[config.mk]
export PLATFORM = sky130hd
export DESIGN_NAME = shape_editor
export DESIGN_NICKNAME = d
export VERILOG_FILES = /design/src/rtl/shape_pkg.sv /design/src/rtl/sat_step.sv /design/src/rtl/shape_editor.sv
export SDC_FILE = /design/constraint.sdc
export NUM_CORES = 1
export LEC_CHECK = 0
export ABC_AREA = 1
export BUFFER_PORTS_ARGS = -buffer_cell sky130_fd_sc_hd__buf_2
export CAP_MARGIN = 5
export CORE_ASPECT_RATIO = 1.5
export CORE_MARGIN = 3
export CORE_UTILIZATION = 45
export CTS_CLUSTER_DIAMETER = 50
export DETAILED_ROUTE_END_ITERATION = 10
export PLACE_DENSITY = 0.67
export SLEW_MARGIN = 20
export SYNTH_ARGS = -nofsm -noshare
export SYNTH_HDL_FRONTEND = slang
export SYNTH_SLANG_ARGS = --single-unit
export TNS_END_PERCENT = 50
[constraint.sdc]
create_clock -name clk -period 13.54 [get_ports clk]
set_input_delay 2.708 -clock clk [delete_from_list [all_inputs] [get_ports clk]]
set_output_delay 2.708 -clock clk [all_outputs]
set_load 0.1 [all_outputs]
[src/rtl/shape_pkg.sv]
// Shared types and constants for the shape editor.
//
// Contents:
//   INT_BITS / FLOAT_BITS / FRAC_BITS / PIXLW : datapath widths. Trig values are
//                                               signed fixed point, FRAC_BITS
//                                               fractional bits.
//   SHP_X0 / SHP_Y0 : default screen centre, which is the reset position on an
//                     800x600 screen.
//   SHP_SIZE0       : reset size of a slot.
//   COS_ONE         : 1.0 in trig fixed point.
//   shape_t         : one shape slot.
//   edit_mode_t     : meaning of the 2-bit mode input.
//   ed_state_t      : editor FSM states.
//   shape_reset()   : builds a freshly initialised slot.
package shape_pkg;

  localparam int INT_BITS   = 16;
  localparam int FLOAT_BITS = 16;
  localparam int FRAC_BITS  = 14;
  localparam int PIXLW      = 12;

  localparam logic [INT_BITS-1:0]          SHP_X0    = 16'd400;
  localparam logic [INT_BITS-1:0]          SHP_Y0    = 16'd300;
  localparam logic [INT_BITS-1:0]          SHP_SIZE0 = 16'd10;
  localparam logic signed [FLOAT_BITS-1:0] COS_ONE   = 16'sd16384;
  localparam logic [PIXLW-1:0]             COLOR_ON  = 12'hFFF;

  typedef struct packed {
    logic [INT_BITS-1:0]          x;
    logic [INT_BITS-1:0]          y;
    logic [INT_BITS-1:0]          size;
    logic [INT_BITS-1:0]          ty;
    logic signed [INT_BITS-1:0]   angle;
    logic signed [FLOAT_BITS-1:0] sin;
    logic signed [FLOAT_BITS-1:0] cos;
    logic [PIXLW-1:0]             color;
  } shape_t;

  typedef enum logic [1:0] {
    MODE_MOVE  = 2'd0,
    MODE_SHAPE = 2'd1,
    MODE_LIST  = 2'd2,
    MODE_COLOR = 2'd3
  } edit_mode_t;

  typedef enum logic [2:0] {
    INIT   = 3'd0,
    IDLE   = 3'd1,
    APPLY  = 3'd2,
    TRIG_W = 3'd3,
    TRIG_R = 3'd4,
    DONE   = 3'd5
  } ed_state_t;

  function automatic shape_t shape_reset(input logic [INT_BITS-1:0] x0,
                                         input logic [INT_BITS-1:0] y0,
                                         input logic [PIXLW-1:0]    color);
    shape_t s;
    s.x     = x0;
    s.y     = y0;
    s.size  = SHP_SIZE0;
    s.ty    = '0;
    s.angle = '0;
    s.sin   = '0;
    s.cos   = COS_ONE;
    s.color = color;
    return s;
  endfunction

endpackage

[src/rtl/sat_step.sv]
// Adds a signed delta to a value and bounds the result to [lo, hi].
// With wrap=0 the result clamps at the bound it crossed; with wrap=1 it folds
// around the range (hi+1 -> lo, lo-1 -> hi). A single fold is enough because
// callers never step by more than one full range.
//
// Ports:
//   val   in  W signed   current value (assumed inside [lo, hi])
//   delta in  W signed   step to apply
//   lo    in  W signed   lower bound
//   hi    in  W signed   upper bound
//   wrap  in  1          1 = circular, 0 = saturating
//   res   out W signed   bounded result
module sat_step #(
  parameter int W = 16
) (
  input  logic signed [W-1:0] val,
  input  logic signed [W-1:0] delta,
  input  logic signed [W-1:0] lo,
  input  logic signed [W-1:0] hi,
  input  logic                wrap,
  output logic signed [W-1:0] res
);

  // Two guard bits so the raw sum and the folded sum can never overflow.
  logic signed [W+1:0] sum;
  logic signed [W+1:0] lo_e;
  logic signed [W+1:0] hi_e;
  logic signed [W+1:0] span;
  logic signed [W+1:0] folded;

  always_comb begin
    sum    = {{2{val[W-1]}}, val} + {{2{delta[W-1]}}, delta};
    lo_e   = {{2{lo[W-1]}}, lo};
    hi_e   = {{2{hi[W-1]}}, hi};
    span   = hi_e - lo_e + (W+2)'(1);
    folded = sum;
    res    = sum[W-1:0];
    if (sum > hi_e) begin
      folded = sum - span;
      res    = wrap ? folded[W-1:0] : hi;
    end else if (sum < lo_e) begin
      folded = sum + span;
      res    = wrap ? folded[W-1:0] : lo;
    end
  end

endmodule

[src/rtl/shape_editor.sv]
// Per-frame shape property controller.
//
// Holds position, size, angle, type, colour and cached sin/cos for MAXSHP
// shape slots. On each start-of-frame pulse it applies one edit step to the
// selected slot according to mode and the button pulses, pulses done, then
// walks every slot through the external combinational trig unit to refresh
// the cached sin/cos.
//
// Optional build macro SHAPE_EDIT_ACCEL_EN: when defined, btn_mag scales the
// edit step (1,2,4,8 for x/y/size, ANG_STEP<<btn_mag for rotation). When not
// defined btn_mag is ignored.
//
// Ports:
//   clk, rst                     clock, synchronous active-high reset
//   frame                        start-of-frame pulse
//   mode[1:0]                    0 move, 1 size/rotate/type, 2 add/remove/select, 3 colour
//   btn_l/r/u/d                  held (repeat-capable) button pulses
//   btn_c_once/l_once/r_once     single-shot button pulses
//   btn_mag[1:0]                 step magnitude (accel build only)
//   pick_color                   colour under the picker cursor
//   trig_angle                   angle presented to the trig unit
//   trig_sin, trig_cos           trig unit result for trig_angle
//   s_x, s_y, s_size, s_ty,
//   s_angle, s_sin, s_cos,
//   s_color                      per-slot properties
//   count, sel                   active slot count, selected slot
//   done                         one-cycle pulse per frame update
//   overrun                      sticky: frame seen while busy
module shape_editor
  import shape_pkg::*;
#(
  parameter int MAXSHP   = 4,
  parameter int SCR_W    = 800,
  parameter int SCR_H    = 600,
  parameter int SIZE_MAX = 255,
  parameter int ANG_STEP = 1,
  parameter int NTYPE    = 4
) (
  input  logic                                clk,
  input  logic                                rst,
  input  logic                                frame,
  input  logic [1:0]                          mode,
  input  logic                                btn_l,
  input  logic                                btn_r,
  input  logic                                btn_u,
  input  logic                                btn_d,
  input  logic                                btn_c_once,
  input  logic                                btn_l_once,
  input  logic                                btn_r_once,
  input  logic [1:0]                          btn_mag,
  input  logic [PIXLW-1:0]                    pick_color,
  output logic [INT_BITS-1:0]                 trig_angle,
  input  logic signed [FLOAT_BITS-1:0]        trig_sin,
  input  logic signed [FLOAT_BITS-1:0]        trig_cos,
  output logic [MAXSHP-1:0][INT_BITS-1:0]     s_x,
  output logic [MAXSHP-1:0][INT_BITS-1:0]     s_y,
  output logic [MAXSHP-1:0][INT_BITS-1:0]     s_size,
  output logic [MAXSHP-1:0][INT_BITS-1:0]     s_ty,
  output logic [MAXSHP-1:0][INT_BITS-1:0]     s_angle,
  output logic [MAXSHP-1:0][FLOAT_BITS-1:0]   s_sin,
  output logic [MAXSHP-1:0][FLOAT_BITS-1:0]   s_cos,
  output logic [MAXSHP-1:0][PIXLW-1:0]        s_color,
  output logic [INT_BITS-1:0]                 count,
  output logic [INT_BITS-1:0]                 sel,
  output logic                                done,
  output logic                                overrun
);

  localparam int IDXW = (MAXSHP > 1) ? $clog2(MAXSHP) : 1;

  localparam logic [INT_BITS-1:0]        X0      = INT_BITS'(SCR_W / 2);
  localparam logic [INT_BITS-1:0]        Y0      = INT_BITS'(SCR_H / 2);
  localparam logic signed [INT_BITS-1:0] X_HI    = INT_BITS'(SCR_W - 1);
  localparam logic signed [INT_BITS-1:0] Y_HI    = INT_BITS'(SCR_H - 1);
  localparam logic signed [INT_BITS-1:0] SZ_HI   = INT_BITS'(SIZE_MAX);
  localparam logic signed [INT_BITS-1:0] ANG_LO  = INT_BITS'(-180);
  localparam logic signed [INT_BITS-1:0] ANG_HI  = INT_BITS'(179);
  localparam logic [INT_BITS-1:0]        TY_HI   = INT_BITS'(NTYPE - 1);
  localparam logic [INT_BITS-1:0]        CNT_MAX = INT_BITS'(MAXSHP);
  localparam logic [INT_BITS-1:0]        K_LAST  = INT_BITS'(MAXSHP - 1);
  localparam logic [INT_BITS-1:0]        ONE     = INT_BITS'(1);

  ed_state_t  state;
  ed_state_t  state_nx;
  edit_mode_t emode;

  shape_t shp [MAXSHP];
  shape_t cur;

  logic [INT_BITS-1:0] k;
  logic [INT_BITS-1:0] cnt_m1;
  logic [IDXW-1:0]     si;
  logic [IDXW-1:0]     ki;
  logic [IDXW-1:0]     ci;
  logic [IDXW-1:0]     cmi;

  logic signed [INT_BITS-1:0] step;
  logic signed [INT_BITS-1:0] rstep;
  logic signed [INT_BITS-1:0] dx;
  logic signed [INT_BITS-1:0] dy;
  logic signed [INT_BITS-1:0] dsz;
  logic signed [INT_BITS-1:0] dang;
  logic signed [INT_BITS-1:0] nx;
  logic signed [INT_BITS-1:0] ny;
  logic signed [INT_BITS-1:0] nsz;
  logic signed [INT_BITS-1:0] nang;

  assign emode  = edit_mode_t'(mode);
  assign cnt_m1 = count - ONE;
  assign si     = sel[IDXW-1:0];
  assign ki     = k[IDXW-1:0];
  assign ci     = count[IDXW-1:0];
  assign cmi    = cnt_m1[IDXW-1:0];
  assign cur    = shp[si];

`ifdef SHAPE_EDIT_ACCEL_EN
  assign step  = ONE << btn_mag;
  assign rstep = INT_BITS'(ANG_STEP) << btn_mag;
`else
  logic unused_mag;
  assign unused_mag = ^btn_mag;
  assign step       = ONE;
  assign rstep      = INT_BITS'(ANG_STEP);
`endif

  // Deltas are zero unless the current mode uses that field, so the bounded
  // results below can be written back unconditionally during APPLY.
  always_comb begin
    dx   = '0;
    dy   = '0;
    dsz  = '0;
    dang = '0;
    case (emode)
      MODE_MOVE: begin
        if (btn_u)      dy = -step;
        else if (btn_d) dy = step;
        if (btn_l)      dx = -step;
        else if (btn_r) dx = step;
      end
      MODE_SHAPE: begin
        if (btn_l)      dang = -rstep;
        else if (btn_r) dang = rstep;
        if (btn_u)      dsz = step;
        else if (btn_d) dsz = -step;
      end
      default: ;
    endcase
  end

  sat_step #(.W(INT_BITS)) u_step_x (
    .val(cur.x), .delta(dx), .lo('0), .hi(X_HI), .wrap(1'b0), .res(nx)
  );

  sat_step #(.W(INT_BITS)) u_step_y (
    .val(cur.y), .delta(dy), .lo('0), .hi(Y_HI), .wrap(1'b0), .res(ny)
  );

  sat_step #(.W(INT_BITS)) u_step_size (
    .val(cur.size), .delta(dsz), .lo('0), .hi(SZ_HI), .wrap(1'b0), .res(nsz)
  );

  sat_step #(.W(INT_BITS)) u_step_angle (
    .val(cur.angle), .delta(dang), .lo(ANG_LO), .hi(ANG_HI), .wrap(1'b1), .res(nang)
  );

  // FSM state register and sticky overrun flag.
  always_ff @(posedge clk) begin
    if (rst) begin
      state   <= INIT;
      overrun <= 1'b0;
    end else begin
      state <= state_nx;
      if (frame && (state != IDLE)) overrun <= 1'b1;
    end
  end

  always_comb begin
    state_nx = state;
    done     = 1'b0;
    case (state)
      INIT:   state_nx = DONE;
      IDLE:   if (frame) state_nx = APPLY;
      APPLY:  state_nx = DONE;
      DONE: begin
        state_nx = TRIG_W;
        done     = 1'b1;
      end
      TRIG_W: state_nx = TRIG_R;
      TRIG_R: state_nx = (k == K_LAST) ? IDLE : TRIG_W;
      default: state_nx = INIT;
    endcase
  end

  // Shape storage. Reinitialised both on the reset edge itself and in INIT so
  // the defaults are visible the cycle after rst is seen.
  always_ff @(posedge clk) begin
    if (rst || (state == INIT)) begin
      for (int i = 0; i < MAXSHP; i++) begin
        shp[i] <= shape_reset(X0, Y0, '0);
      end
      shp[0].color <= COLOR_ON;
      count        <= ONE;
      sel          <= '0;
      k            <= '0;
    end else begin
      case (state)
        APPLY: begin
          shp[si].x     <= nx;
          shp[si].y     <= ny;
          shp[si].size  <= nsz;
          shp[si].angle <= nang;
          case (emode)
            MODE_SHAPE: begin
              if (btn_c_once) shp[si].ty <= (cur.ty >= TY_HI) ? '0 : cur.ty + ONE;
            end
            MODE_LIST: begin
              // Add beats remove beats select.
              if (btn_r_once && (count < CNT_MAX)) begin
                shp[ci] <= shape_reset(X0, Y0, COLOR_ON);
                count   <= count + ONE;
                sel     <= count;
              end else if (btn_l_once && (count > ONE)) begin
                shp[cmi].color <= '0;
                count          <= cnt_m1;
                if (sel >= cnt_m1) sel <= cnt_m1 - ONE;
              end else if (btn_c_once) begin
                sel <= (sel >= cnt_m1) ? '0 : sel + ONE;
              end
            end
            MODE_COLOR: begin
              if (btn_c_once) shp[si].color <= pick_color;
            end
            default: ;
          endcase
        end
        DONE: k <= '0;
        TRIG_R: begin
          shp[ki].sin <= trig_sin;
          shp[ki].cos <= trig_cos;
          k           <= (k == K_LAST) ? '0 : k + ONE;
        end
        default: ;
      endcase
    end
  end

  assign trig_angle = shp[ki].angle;

  always_comb begin
    for (int i = 0; i < MAXSHP; i++) begin
      s_x[i]     = shp[i].x;
      s_y[i]     = shp[i].y;
      s_size[i]  = shp[i].size;
      s_ty[i]    = shp[i].ty;
      s_angle[i] = shp[i].angle;
      s_sin[i]   = shp[i].sin;
      s_cos[i]   = shp[i].cos;
      s_color[i] = shp[i].color;
    end
  end

endmodule

# ---- After elaboration in Yosys (flattened, before gate mapping)
# Memory sizes are Yosys's and may differ from the RTL's. A register that Yosys moved wholly into a read port is not among the register bits.
# Cells that the tools add are included.
# W data, S select, Z words.
dict set report op_classes {
  n_addsub 12
  n_lt_le_gt_ge 12
  eq_ne 12
  mux 77
  bitwise 1
  n_reduce_logical 16
}
# cell n
set op_table {}
lappend op_table {{$mux W124} 4}
lappend op_table {{$reduce_or A124 Y1} 4}
lappend op_table {{$mux W16} 25}
lappend op_table {{$add A16 B16 Y17} 4}
lappend op_table {{$add A16 B1 Y16 const B} 4}
lappend op_table {{$lt A18 B1 Y1 const B} 3}
lappend op_table {{$gt A18 B11 Y1 const B} 2}
lappend op_table {{$mux W1} 32}
lappend op_table {{$pmux W16 S2} 1}
lappend op_table {{$sub A16 B1 Y16 const B} 2}
lappend op_table {{$mux W2} 10}
lappend op_table {{$gt A18 B9 Y1 const B} 1}
lappend op_table {{$gt A17 B9 Y1 const B} 1}
lappend op_table {{$lt A17 B9 Y1 const B} 1}
lappend op_table {{$add A16 B10 Y16 const B} 1}
lappend op_table {{$eq A16 B2 Y1 const B} 1}
lappend op_table {{$ge A16 B16 Y1} 1}
lappend op_table {{$ge A16 B2 Y1 const B} 1}
lappend op_table {{$gt A16 B1 Y1 const B} 1}
lappend op_table {{$lt A16 B3 Y1 const B} 1}
lappend op_table {{$sub A16 B10 Y16 const B} 1}
lappend op_table {{$pmux W3 S5} 1}
lappend op_table {{$mux W12} 1}
lappend op_table {{$mux W4} 2}
lappend op_table {{other kinds (19)} 25}
dict set report word_totals {
  ff_bits 52
  ram_bits 496
  in_bits 58
  elab_cells 136
  n_memories 1
}
# memory depth width rd rd_clocked_by_memory_dff wr line_no
set mem_list {}
lappend mem_list {shp 4 124 6 2 4 shape_editor.sv:87} ;# shape_t shp [MAXSHP];

# ---- Depth between registers and ports, before layout
# Gate-level depths: netlist (run 1).
dict set report depth {
  ltp_word 10
  mapped_depth 34
  ltp_nobuf 25
}

# ---- By module
# A second synthesis (run 1) with hierarchy kept.
dict set report unflattened {
  hier_cells 6062
  area_unflattened_um2 45583.7
}
# mod n_inst cells_per_inst area_each_um2
set by_module_without_submodules {}
lappend by_module_without_submodules {shape_editor 1 2672 25730.9}
lappend by_module_without_submodules {{sat_step at u_step_size ...} 2 871 5094.9}
lappend by_module_without_submodules {{sat_step at u_step_y} 1 825 4883.4}
lappend by_module_without_submodules {{sat_step at u_step_angle} 1 823 4779.6}

# ---- Worst setup path after synthesis (run 1)
# No wires, ideal clock.
dict set report synth_path {
  path_type {in2reg}
  start {in rst}
  end {mem shp[3][100] in the netlist's numbering, enable pin}
  setup_time_ns 0.423
  t_arrival_ns 5.775
  required_time_ns 13.117
  path_slack_ns 7.342
  path_stages 15
  path_cell_list {buf_2 nor2_8 inv_2 nor4_1 inv_1 nor2_2 inv_1 nor2_1 a21oi_1 inv_1 nand2_1 nor2_2 inv_2 clkbuf_1 nand2_1}
}
# element line_no
set synth_rtl {}
lappend synth_rtl {{from (decl)} shape_editor.sv:40} ;# input logic rst,
lappend synth_rtl {{to (decl)} shape_editor.sv:87}

==> results of run 1 <==
==> registers in the layout, summed over array words and instances, names as in the netlist, named ones only <==
signal	flops
sel	16
state	3
count	16
k	16
shp	496
overrun	1
==> cells in the mapped netlist, drive strengths merged (3+ instances only) <==
| library cell | number | area share |
|---|---|---|
| o21ai | 225 | 0.040 |
| nor3 | 21 | 0.0038 |
| fa | 4 | 0.0028 |
| ha | 69 | 0.030 |
| nor3b | 4 | 0.0012 |
| inv | 260 | 0.034 |
| nand3b | 10 | 0.0026 |
| buf | 53 | 0.013 |
| nand4 | 29 | 0.0065 |
| a221oi | 4 | 0.0012 |
| nand3 | 291 | 0.059 |
| edfxtp | 496 | 0.52 |
| o21bai | 4 | 0.0012 |
| nor4 | 7 | 0.0017 |
| o211ai | 11 | 0.0029 |
| xor2 | 54 | 0.017 |
| o31ai | 4 | 0.0010 |
| nand2 | 733 | 0.099 |
| o22ai | 53 | 0.012 |
| xnor2 | 16 | 0.0049 |
| o32ai | 6 | 0.0018 |
| o221ai | 5 | 0.0015 |
| a21o | 3 | 0.00078 |
| clkbuf | 66 | 0.0086 |
| a32oi | 4 | 0.0012 |
| nor2 | 513 | 0.070 |
| a32o | 6 | 0.0021 |
| a211oi | 6 | 0.0016 |
| clkinv | 6 | 0.00078 |
| a31oi | 3 | 0.00065 |
| dfxtp | 56 | 0.039 |
| a21oi | 97 | 0.018 |
==> power groups by stage <==
stage	combinational, mW	clock, mW	sequential (mW)
finish	2.84	1.54	2.29
floorplan	0.590	0	4.03
global placement	2.83	0	2.31
CTS	2.84	1.57	2.28
detailed placement	2.84	0	2.32
global route	2.93	1.63	2.31
==> metrics by stage <==
| step | setup slack [ns] | instance area [um^2] | cells |
|---|---|---|---|
| 6_report | 6.33 | 34900 | 4697 |
| 3_5_place_dp | 5.60 | 33100 | 4589 |
| 2_1_floorplan | 7.34 | 29400 | 3270 |
| 5_1_grt | 6.02 | 34900 | 4694 |
| 3_3_place_gp | 5.62 | 33100 | 4589 |
| 4_1_cts | 6.27 | 34900 | 4693 |
==> kinds of logic (layout without fill, tap and decap cells) <==
kind of cell	Yosys count	after routing	synth area share
AOI/OAI and AO/OA	440	440	0.0885
xor gates and xnor gates	70	70	0.0220
adders and majority gates	73	73	0.0327
buffers and inverters	385	1003	0.0567
DFF	552	552	0.555
other	1	140	0.000130
and+or+nand+nor	1614	1614	0.245
==> area by class of cell <==
cell class	count	share of cell area
diodes	4	0.000287
clock buffers	68	0.0421
clock inverters	36	0.0100
well taps	805	0.0289
inverters	266	0.0288
multi-input cells	2333	0.337
flip-flops and latches	552	0.459
repair buffers	633	0.0932
==> layer usage <==
metal,track usage,up-vias
met3,0.0433,235
met4,0.115,2
met5,0,-
met1,0.343,12109
met2,0.506,1093
li1,-,11992
==> worst max path at each step <==
stage | from | to | slack (ns) | cells after the start
6_report | rst | shp[3][85] | 6.33 | 15
5_1_grt | rst | shp[3][77] | 6.02 | 15
4_1_cts | rst | shp[3][77] | 6.27 | 15
3_5_place_dp | rst | shp[3][122] | 5.60 | 15
3_3_place_gp | rst | shp[3][122] | 5.62 | 15
2_1_floorplan | rst | shp[3][100] | 7.34 | 15
==> impl_results.md, run 1 <==
* Status: finished clean
* Core Util, Final at 0.550
* R2R cell count at 18
* H-tree Lvls at 2
* Type of the tightest min-delay check: flop to flop
* Hold depth at 1
* Share of post-route cells with drive strength above 1 at 0.228
* Clock Skew at 0.0205 ns
* Synthesis Warnings at 0
* Most common flop cell mapped by yosys: edfxtp_1
* Sequential fraction of design power at 0.343
* R2r setup slk at 7.85 ns
* Total power at about 6.7 mW
* Cells after Synth at 3135
* CTS tree: built
* CTS root buffer: clkbuf_16
* Number of global-route vias before repair at 23346
* Layout area overhead at 20.9%
* CTS buffer count at 56
* Synth unique cells at 70
* Yosys reg bits at between 500 and 600
* Cts hold-fix bufs at 0
* Num Clock Sinks at between 500 and 600
* Critical path arrival at 7.48 ns
* Slew @ Worst Pin at 1.05 ns
* Leakage power at 15.9 nW
* Sequential fraction of the synthesis area at 0.555
* Routed vias/inst at between 5 and 6
* Min-Delay Endpoint: state[2]
* Final Hold Vio Count at 0
* Drt first pass iters at 7
* Critical Path Max Stage Delay at between 0.7 and 0.8 ns
* Die Ht at 316 um
* Clk pwr share at 0.231
* Synthesized area per cell at 9.21 um^2
* I/O Buffers at 601
* Post-synth EDFFs at 496
* WP data required at 13.80 ns
* Final net count at slightly below 4000
* Sw Share at 0.498
* Commonest cells after routing, fill and taps aside: nand2_1 (689), buf_2 (601), edfxtp_1 (496)
* Dpl hpwl at 71.3 mm
* Async SR Flop Fraction at 0
* TNS Setup at 0 ns
* NetSw at 3.32 mW
* Post-CTS Setup Bufs at 0
* WL met2 at 50.8 mm
* Logic pwr share at 0.426
* Min-delay src: state[2]
* RSZ-0062 raised after global routing: false
* Vias after detailed routing at 25431
* Core Region at 0.0635 mm^2
* Commonest non-fill, non-tap cell in the layout: nand2_1
* CP Class: primary input to flop
* Starting Density at 0.455
* Reg area at roughly 0.016 mm^2
* # DRC at 0
* Gr ovfl total at 0
* R2r startpoint: state[2]
* Worst hold slack at 0.455 ns
* I/O pin cnt at 604
* CTS clk-pin slew, worst paths at 0.06 ns
* Total GRT Usage at 0.284
* Fin crit period at 7.21 ns
* Worst skew pair latency at 0.63 ns
* Top layer in use: met5
* First-pass GRT wire length at 144 mm
* Max VDD drop at 0.142 mV
* Max frequency at 139 MHz
* Die ar. at a little under 0.07 mm^2
* Multi-input gate area at 0.0118 mm^2
* Final GP Congestion at 0.925
* Met3 WL post-DR at 6.89 mm
* Critical Path Fanout Max at 46
* Relative slew slack at 0.302
* CP most frequent cell: inv_1
* Worst path slowest cell: nor2_8
* CP Buf/Inv Count at 7
* Crit path cell chain: buf_2 -> nor2_8 -> inv_2 -> nor4_1 -> inv_1 -> nor2_2 -> inv_1 -> nor2_1 -> a21oi_1 -> inv_1 -> nand2_1 -> nor2_2 -> inv_2 -> nand2_4 -> buf_4
* Delay-heaviest family, CP: simple AND/OR/NAND/NOR gates
* Die W at 213 um
* Startpoint types: primary input
* R2r endpoint: shp[3][85]
* Initial antenna violation count at 5
* Netlist Area Pre-Place at 0.0289 mm^2
* Routed WL per cell at 21.3 um
* Max Slew Vio Count at 0
* FP Rows at 113
* Clock Tree Buf Depth at 3
* Largest net degree at the start of global routing at 80
* Antenna-violating nets left at 0
* Endpoints failing setup at 0
* Fin crit share at 0.533
* P per Cell Area at 191 mW/mm^2
* Crit path capture type: flop
* Post-Route WL at 99.9 mm
* Iter 0 DRT Violations at between 1500 and 2000
* Post-cts sizing count at 0
* Int Pwr at 3.34 mW
* Max-cap violations at 0
* Fillers at 5934
* Met1 WL at 37.6 mm
(Power assumes the default switching activity.)
==> run 2: changes to the inputs <==
Settings changed: ABC_AREA 1 to 0.
Clock period 13.54 ns to 6.7 ns, I/O delays scaled along.
==> run 2 against run 1 <==
Net effect: sequential power rose by 91%; first-iteration DRC count fell by 0.68%; hold slack improved by 0.031 ns; die area fell by 4.7%; synthesized cell count fell by 27%; clock power rose by 110%; sequential cell count did not move; wire length fell by 8.9%; critical endpoint is now shp[1][55]; highest routed layer unchanged.
==> impl_results.md, run 2 <==
* Status: finished clean
* Cell taking the most area after synthesis: edfxtp_1
* Initial antenna violation count at 8
* Synth unique cells at 89
* Async SR Flop Fraction at 0
* # DRC at 0
* Max Slew Vio Count at 0
* WP data required at 7.03 ns
* R2R cell count at 16
* First-pass GRT wire length at 135 mm
* Core Region at roughly 0.060 mm^2
* Gr ovfl total at 0
* Synthesis Warnings at 0
* Die W at just over 200 um
* Fin crit period at 5.68 ns
* Number of global-route vias before repair at 22057
* FP Rows at 110
* Total GRT Usage at 0.272
* Largest net degree at the start of global routing at between 60 and 70
* I/O Buffers at about 600
* Post-Route WL at 91.1 mm
* Worst path slowest cell: a21oi_1
* Cells after Synth at 2300
* Layout area overhead at 23.2%
* Num Clock Sinks at 552
* Final cell count without fillers at 3858
* Routed WL per cell at 23.6 um
* Final GP Congestion at 0.919
* Leakage power at 14.1 nW
* Routed vias/inst at between 5 and 6
* Post-synth EDFFs at 496
* CTS clk-pin slew, worst paths at 0.07 ns
* Starting Density at 0.456
* Cell total after placement at 3751
* Share of the synthesized area in the top cell type at 0.542
* Fin crit share at 0.847
* Max reg flops at 496
* H-tree Lvls at 2
* Worst hold slack at 0.486 ns
* Die ar. at roughly 0.064 mm^2
* Commonest non-fill, non-tap cell in the layout: buf_2
* Synthesized area per cell at 11.9 um^2
* Startpoint types: primary input
* Biggest register: shp
* Setup slack at placement at 0.385 ns
* CTS buffer count at 55
* Netlist Area Pre-Place at 0.0275 mm^2
* Min-delay src: overrun
* Post-cts sizing count at 0
* Critical Path Fanout Max at 10
* Hold depth at 2
* Critical Path Max Stage Delay at 0.55 ns
* Slew @ Worst Pin at around 1.1 ns
* Top post-synthesis cells by count: edfxtp_1 (496), nor2_1 (302), nand2_1 (202), a21oi_1 (120), o21ai_0 (111)
* R2r endpoint: shp[0][100]
* Cts hold-fix bufs at 0
* Critical path arrival at about 6.0 ns
* Min-Delay Endpoint: overrun
* Vias after detailed routing at 22166
* Dpl hpwl at 67.2 mm
* Endpoints failing setup at 0
* Top-count cell post-synth: edfxtp_1
* Final Instance Area at 0.0339 mm^2
* Final net count at 3157
* Antenna-violating nets left at 0
* Share of post-route cells with drive strength above 1 at 0.282
* Clock Tree Buf Depth at 3
* Top cells by area, synth: edfxtp_1 (54%), mux4_2 (6.6%), nor2_1 (4.1%)
* Crit path capture type: flop
* CTS root buffer: clkbuf_16
* RSZ-0062 raised after global routing: false
* Type of the tightest min-delay check: flop to flop
* Post-route setup slack at 1.02 ns
* Sequential fraction of the synthesis area at 0.583
* Die Ht at 309 um
* Drt first pass iters at 6
* Max frequency at 176 MHz
* I/O pin cnt at roughly 600
* Final Hold Vio Count at 0
* Commonest cells after routing, fill and taps aside: buf_2 (601), edfxtp_1 (496), nor2_1 (302)
* Post-CTS Setup Bufs at 0
* Most common flop cell mapped by yosys: edfxtp_1
* Total power at 11.6 mW
* Relative slew slack at 0.273
* Crit path cell chain: buf_2 -> inv_1 -> nand2_1 -> nor2_1 -> ha_1 -> fa_1 -> a21o_1 -> maj3_1 -> xnor2_1 -> ha_1 -> a21oi_1 -> a221oi_1 -> a32oi_1 -> o21ai_0 -> and4b_1 -> a21oi_1 -> a22oi_1 -> xor2_1 -> nor2_1
* Area of placed instances at 0.0320 mm^2
* Iter 0 DRT Violations at 1909
* P per Cell Area at 342 mW/mm^2
* R2r setup slk at ~1.2 ns
* Worst skew pair latency at 0.62 ns
* Core Util, Final at 0.562
* TNS Setup at 0 ns
* CTS tree: built
* Max-cap violations at 0
* Yosys reg bits at 552
* CP Class: primary input to flop
* Clock Skew at 0.0189 ns
* Max VDD drop at 0.259 mV
## run 2: changes by cell type after synthesis, moves of 80 or more
cell	delta
mux4_2	+80
nor2_1	-193
nand2_1	-493
o21ai_0	-98
inv_1	-164
nand3_1	-168
## run 2: area by class of cell
cell class                 count  area, um^2
timing repair buffer         649        3390
tap                          784         981
clock inverter                37         435
inverter                      68         255
multi-input combinational   1700       11300
sequential                   552       16000
clock buffer                  62        1450
antenna                        6        15.0
fill                        5103       26400
## run 2: worst max path at each step
stage / from / to / slack (ns)
finish: mode[1] / shp[1][55] / 1.02
CTS: mode[1] / shp[1][55] / 1.04
detailed placement: mode[1] / shp[1][55] / 0.39
floorplan: mode[1] / shp[3][52] / 0.62
global placement: mode[1] / shp[1][55] / 0.48
global route: mode[1] / shp[3][55] / 0.68
## run 2: cell families (layout without fill, tap and decap cells)
group	after synthesis	in the layout	synth area share
AO/OA/AOI/OAI	465	465	0.110
XOR/XNOR	108	108	0.0344
adder cells (fa/ha/maj)	78	78	0.0361
buffers and inverters	183	816	0.0274
flip-flops	552	552	0.583
multiplexers	93	93	0.0717
other	1	142	0.000136
AND/OR/NAND/NOR	820	820	0.138
## run 2: worst max-delay path, delay by kind of cell
family,cells,cell delay [ns]
buf+inv,2,0.36
compound gates,7,1.68
xor+xnor,2,0.73
fa+ha+maj,4,1.35
simple gates,4,0.56
## run 2: power by group
| group | leakage, nW | switching (mW) | internal [mW] | total (mW) |
|---|---|---|---|---|
| logic | 7.62 | 3.46 | 0.548 | 4.01 |
| clock network | 0.912 | 1.35 | 1.87 | 3.22 |
| registers | 5.60 | 0.185 | 4.18 | 4.37 |
## run 2: per-layer routing
metal | vias to the layer above | global-route usage | routed length (um)
met5 | - | 0 | 47
met4 | 6 | 0.126 | 4660
met3 | 232 | 0.0637 | 7110
met2 | 1068 | 0.494 | 47100
met1 | 10872 | 0.304 | 32100
li1 | 9988 | - | -
